===== src/rtl/cfg_bitstream_loader_if.sv =====
// Stream and configuration-write bundle for the bitstream loader.
// The master side supplies the framed configuration stream and observes
// the fabric write port; the slave side is the loader.
interface cfg_bitstream_loader_if #(
  parameter int ADDR_W = 6
);
  logic              s_valid;
  logic [31:0]       s_data;
  logic              s_ready;
  logic              cfg_we;
  logic [ADDR_W-1:0] cfg_addr;
  logic [31:0]       cfg_wdata;

  modport master (
    output s_valid,
    output s_data,
    input  s_ready,
    input  cfg_we,
    input  cfg_addr,
    input  cfg_wdata
  );

  modport slave (
    input  s_valid,
    input  s_data,
    output s_ready,
    output cfg_we,
    output cfg_addr,
    output cfg_wdata
  );
endinterface


===== src/rtl/cfg_bitstream_loader.sv =====
// Configuration bitstream loader for the fpga fabric.
// Accepts a framed image (header, NUM_WORDS payload words, XOR trailer),
// writes each payload word into the fabric configuration map one cycle
// after it is accepted, and only enables fabric user logic once the whole
// image has been written and its checksum matches.
module cfg_bitstream_loader #(
  parameter int          NUM_WORDS = 57,
  parameter int          ADDR_W    = 6,
  parameter logic [15:0] MAGIC     = 16'hCF60
) (
  input  logic                  clock,
  input  logic                  reset,
  input  logic                  start,
  cfg_bitstream_loader_if.slave bus,
  output logic                  busy,
  output logic                  done,
  output logic                  error,
  output logic                  fabric_en
);

  typedef enum logic [2:0] {
    S_IDLE,
    S_HEADER,
    S_LOAD,
    S_CHECK,
    S_DONE,
    S_ERROR
  } state_t;

  // Index of the final payload word; the counter stops here instead of wrapping.
  localparam logic [ADDR_W-1:0] LAST_ADDR  = ADDR_W'(NUM_WORDS - 1);
  // Word count the header must announce in its low half.
  localparam logic [15:0]       WORD_COUNT = 16'(NUM_WORDS);

  state_t            state;
  logic [ADDR_W-1:0] counter;
  logic [31:0]       checksum;
  logic              accept;
  logic              header_ok;

  // A beat only moves when the loader has advertised ready from registered state.
  assign accept    = bus.s_valid & bus.s_ready;
  assign header_ok = (bus.s_data[31:16] == MAGIC) && (bus.s_data[15:0] == WORD_COUNT);

  // Load sequencer: all handshake, write-port and status outputs are registered here.
  always_ff @(posedge clock) begin
    if (reset) begin
      state         <= S_IDLE;
      counter       <= '0;
      checksum      <= '0;
      bus.s_ready   <= 1'b0;
      bus.cfg_we    <= 1'b0;
      bus.cfg_addr  <= '0;
      bus.cfg_wdata <= '0;
      busy          <= 1'b0;
      done          <= 1'b0;
      error         <= 1'b0;
      fabric_en     <= 1'b0;
    end else begin
      // The write strobe is a single-cycle pulse unless a payload word is taken.
      bus.cfg_we <= 1'b0;

      case (state)
        S_IDLE, S_DONE, S_ERROR: begin
          if (start) begin
            state       <= S_HEADER;
            counter     <= '0;
            checksum    <= '0;
            bus.s_ready <= 1'b1;
            busy        <= 1'b1;
            done        <= 1'b0;
            error       <= 1'b0;
            fabric_en   <= 1'b0;
          end
        end

        S_HEADER: begin
          if (accept) begin
            if (header_ok) begin
              state <= S_LOAD;
            end else begin
              state       <= S_ERROR;
              bus.s_ready <= 1'b0;
              busy        <= 1'b0;
              error       <= 1'b1;
              fabric_en   <= 1'b0;
            end
          end
        end

        S_LOAD: begin
          if (accept) begin
            checksum      <= checksum ^ bus.s_data;
            bus.cfg_we    <= 1'b1;
            bus.cfg_addr  <= counter;
            bus.cfg_wdata <= bus.s_data;
            if (counter == LAST_ADDR) begin
              state <= S_CHECK;
            end else begin
              counter <= counter + ADDR_W'(1);
            end
          end
        end

        S_CHECK: begin
          if (accept) begin
            bus.s_ready <= 1'b0;
            busy        <= 1'b0;
            if (bus.s_data == checksum) begin
              state     <= S_DONE;
              done      <= 1'b1;
              fabric_en <= 1'b1;
            end else begin
              state     <= S_ERROR;
              error     <= 1'b1;
              fabric_en <= 1'b0;
            end
          end
        end

        default: begin
          state       <= S_IDLE;
          bus.s_ready <= 1'b0;
          busy        <= 1'b0;
          fabric_en   <= 1'b0;
        end
      endcase
    end
  end

endmodule


===== src/flat_wrapper.sv =====
// flat-port wrapper written by rule: the top's interface ports become plain ports
module cfg_bitstream_loader_flat 
#(
  parameter int          NUM_WORDS = 57,
  parameter int          ADDR_W    = 6,
  parameter logic [15:0] MAGIC     = 16'hCF60
)
  (clock, reset, start, busy, done, error, fabric_en, bus_s_valid, bus_s_data, bus_s_ready, bus_cfg_we, bus_cfg_addr, bus_cfg_wdata);
  cfg_bitstream_loader_if #(.ADDR_W(ADDR_W)) bus_i ();
  input  logic clock;
  input  logic reset;
  input  logic start;
  output logic busy;
  output logic done;
  output logic error;
  output logic fabric_en;
  input wire logic [$bits(bus_i.s_valid)-1:0] bus_s_valid;
  input wire logic [$bits(bus_i.s_data)-1:0] bus_s_data;
  output wire logic [$bits(bus_i.s_ready)-1:0] bus_s_ready;
  output wire logic [$bits(bus_i.cfg_we)-1:0] bus_cfg_we;
  output wire logic [$bits(bus_i.cfg_addr)-1:0] bus_cfg_addr;
  output wire logic [$bits(bus_i.cfg_wdata)-1:0] bus_cfg_wdata;
  assign bus_i.s_valid = bus_s_valid;
  assign bus_i.s_data = bus_s_data;
  assign bus_s_ready = bus_i.s_ready;
  assign bus_cfg_we = bus_i.cfg_we;
  assign bus_cfg_addr = bus_i.cfg_addr;
  assign bus_cfg_wdata = bus_i.cfg_wdata;
  cfg_bitstream_loader #(.NUM_WORDS(NUM_WORDS), .ADDR_W(ADDR_W), .MAGIC(MAGIC)) u_core (.clock(clock), .reset(reset), .start(start), .bus(bus_i), .busy(busy), .done(done), .error(error), .fabric_en(fabric_en));
endmodule

===== config.mk =====
export PLATFORM = sky130hd
export DESIGN_NAME = cfg_bitstream_loader_flat
export DESIGN_NICKNAME = d
export VERILOG_FILES = /design/src/rtl/cfg_bitstream_loader_if.sv /design/src/rtl/cfg_bitstream_loader.sv /design/src/flat_wrapper.sv
export SDC_FILE = /design/constraint.sdc
export NUM_CORES = 1
export LEC_CHECK = 0
export BUFFER_PORTS_ARGS = -buffer_cell sky130_fd_sc_hd__buf_4
export CORE_MARGIN = 4
export CORE_UTILIZATION = 49
export CTS_CLUSTER_SIZE = 40
export DETAILED_ROUTE_END_ITERATION = 8
export PLACE_DENSITY = 0.76
export SETUP_SLACK_MARGIN = 0.4
export SLEW_MARGIN = 20
export SYNTH_ARGS = -nofsm -noshare
export SYNTH_HDL_FRONTEND = slang
export SYNTH_SLANG_ARGS = --single-unit

===== constraint.sdc =====
create_clock -name clock -period 2 [get_ports clock]
set_input_delay 0.1 -clock clock [delete_from_list [all_inputs] [get_ports clock]]
set_output_delay 0.1 -clock clock [all_outputs]
set_load 0.05 [all_outputs]

==> impl_metrics.toml <==
[pwr]
ir_drop_mv = 0.513
power_density_nw_per_um2 = 619
leakage_nw = 2.21

[global_route]
grt_pass1_vias = 3946
grt_pass1_wl_um = 19300
grt_max_degree = 45
grt.total_usage_pct = 24.8
grt-ovfl-total = 0
antenna_found_initial = 0

[timing]
worst_slew_pin_slew_ns = 0.431
fin_crit_ns = 1.93
hold_ws_ns = 0.00303
setup_viol = 0
final_hold_viol_count = 0
timing.slew.headroom_pct = 71.2
rsz0062_at_grt = "yes"
slew_violations = 0
skew_ns = 0.0112
fin_crit_sh_pct = 96.5
timing.fmax_mhz = 518

[clock_network]
holdBufCountCts = 0
htreeDepth = 3
clk_pin_slew_ns = 0.09
cts_buffers = 9
root_buffer = "clkbuf_8"
cts_buffer_depth = 2
cts.sinks = 84
cts_tree = "done"
clk_latency_ns = 0.35

[synth]
netlist_instances = 487
synth_commonest_cells = "88 x nand2_1, 84 x dfxtp_1, 53 x a21oi_1, 41 x nor2b_1, 36 x nor2_1"
ys.flop_type = "dfxtp_1"
async_flop_share_pct = 0
yosys_warnings = 0
ys_ff_latch = 84
avgSynthCellArea_um2 = 7.93
synthTopCellsByArea = "dfxtp_1 44%, nand2_1 8.6%, a21oi_1 6.9%"
synth_top_cell_area_share_pct = 43.6
yosysSeqAreaShare_pct = 43.6
synth-edff-count = 0
syn_area_um2 = 3860
synth_cell_types = 43
synth.most_common_cell = "nand2_1"
syn_nets = 525
synth_top_cell_by_area = "dfxtp_1"

[worst_hold_path]
whs_path_depth = 3
hold_class = "input port to flop"
min_from = "bus_s_data[19]"
hold_end = "u_core.bus.cfg_wdata[19]"

[floorplanning]
die_w_um = 96.8
start_util_pct = 50.2
rows = 32
boundaryPins = 80
die-height_um = 96.8
die_area_um2 = 9360
coreArea_um2 = 7690

[worst_setup_path]
required_ns = 2.24
timing.rr.start = "u_core.state[0]"
path_class = "flop to flop"
slowest_delay_ns = 0.43
endpoint_kind = "flop"
rrSetupSlack_ns = 0.07
reg2reg_depth = 8
cp.arrival_ns = 2.17
r2r-end = "u_core.checksum[27]"
slowest_stage = "or3b_4"
cp_max_fo = 12
crit_path_start_kind = "flop"
cp_cell_sequence = "or3b_4, buf_12, nor2_4, buf_6, buf_6, buf_12, a21oi_1, nor3_1"

[flow_run]
cap_violations = 0

[route]
drc = 0
vias = 4094
wirelength_um = 12800
drt_iter0_drc = 369
wl_per_cell_um = 18.4
dr.pass1.iters = 5
drtAntennaViolNets = 0
vias_per_cell = 5.87

[place]
gp_congestion = 0.939
dpl-instance-area_um2 = 4660
port_buffers = 79
post-dp-hpwl_um = 7130

[final_layout]
drive_gt1_share_pct = 33.3
nets = 628
antennaDiodeCount = 0
area_growth_pct = 45.9
fin_area_um2 = 5630

[status]
status = "completed"
==> worst max path at each step <==
stage | cells past startpoint | endpoint | slack, ns | start
after floorplan | 8 | u_core.counter[3] | 0.11 | u_core.state[2]
after global placement | 8 | u_core.state[0] | -0.09 | u_core.checksum[6]
after detailed placement | 8 | u_core.state[0] | -0.11 | u_core.checksum[6]
after CTS | 7 | u_core.state[0] | 0.20 | u_core.checksum[13]
after global routing | 8 | u_core.checksum[21] | 0.01 | u_core.state[0]
final | 8 | u_core.checksum[27] | 0.07 | u_core.state[0]
==> sequential cells by signal, indices dropped and copies added (netlist names) <==
signal	cells
u_core.bus.cfg_wdata	32
u_core.checksum	32
u_core.bus.cfg_addr	6
u_core.counter	6
u_core.state	3
u_core.bus.cfg_we	1
u_core.bus.s_ready	1
u_core.done	1
u_core.error	1
u_core.fabric_en	1
==> cell families after synthesis <==
kind of cell             count (synthesis)  synth area share (%)
multiplexers                             2                 0.518
flip-flops                              84                  43.6
adder cells (fa/ha/maj)                  2                 0.648
AND/OR/NAND/NOR                        211                  26.3
buffers and inverters                   43                  4.83
AO/OA/AOI/OAI                          132                  21.2
XOR/XNOR                                13                  2.95
==> power breakdown <==
part | leakage (nW) | internal [W] | switching [W] | total [W]
Sequential | 0.682 | 0.00168 | 0.00000880 | 0.00169
Clock | 0.107 | 0.000738 | 0.000619 | 0.00136
Combinational | 1.43 | 0.000196 | 0.000248 | 0.000444
Total | 2.21 | 0.00261 | 0.000875 | 0.00349
==> cells in the final DEF, fill, tap and decap left out, drive strengths merged, types with 3 or more instances in the layout <==
cell     count
buf        123
nand2       88
dfxtp       84
a21oi       53
nor2b       41
nor2        36
o21ai       33
a22oi       23
clkbuf      13
inv         11
xor2        11
nor4        11
nor3        10
o211a        8
nand4        7
a2111oi      6
nand2b       3
nand3        3
==> routing by layer <==
metal | vias to the layer above | wire, µm | GRT usage, %
met5 | - | 0 | 0
li1 | 1894 | - | -
met1 | 1933 | 5020 | 31.6
met3 | 41 | 1060 | 4.97
met4 | 0 | 388 | 9.50
met2 | 226 | 6350 | 41.2
==> cell type report <==
class / instances / area [µm²]
multi-input cells: 360 / 2330
fillers: 528 / 2060
flip-flops and latches: 84 / 1690
repair buffers: 124 / 1220
clock buffers: 12 / 145
well taps: 102 / 128
clock inverters: 4 / 72.6
inverters: 11 / 41.3
==> worst max-delay path: cells and delay by family, from the launching register on <==
kind                   cells  cell delay, ns
DFF                        1            0.32
and+or+nand+nor            3            0.91
AOI/OAI and AO/OA          1            0.08
buffers and inverters      4            0.50
==> through the flow <==
step	power [W]	utilization (%)	worst slack [ns]	std cells	TNS, ns
finish	0.00349	73.3	0.0696	697	0
global route	0.00361	73.3	0.0116	697	0
CTS	0.00343	68.6	0.199	685	0
detailed placement	0.00205	60.6	-0.107	654	-0.190
global placement	0.00204	60.6	-0.0892	654	-0.130
floorplan	0.00190	-	0.105	487	0
==> what timing repair did <==
action	CTS	global route
setup endpoints to repair	80	83
gates cloned	6	1
gates resized for setup	46	57
pin swaps	10	26
buffers inserted	9	11
No activity file was read; power rests on OpenSTA's default activity.
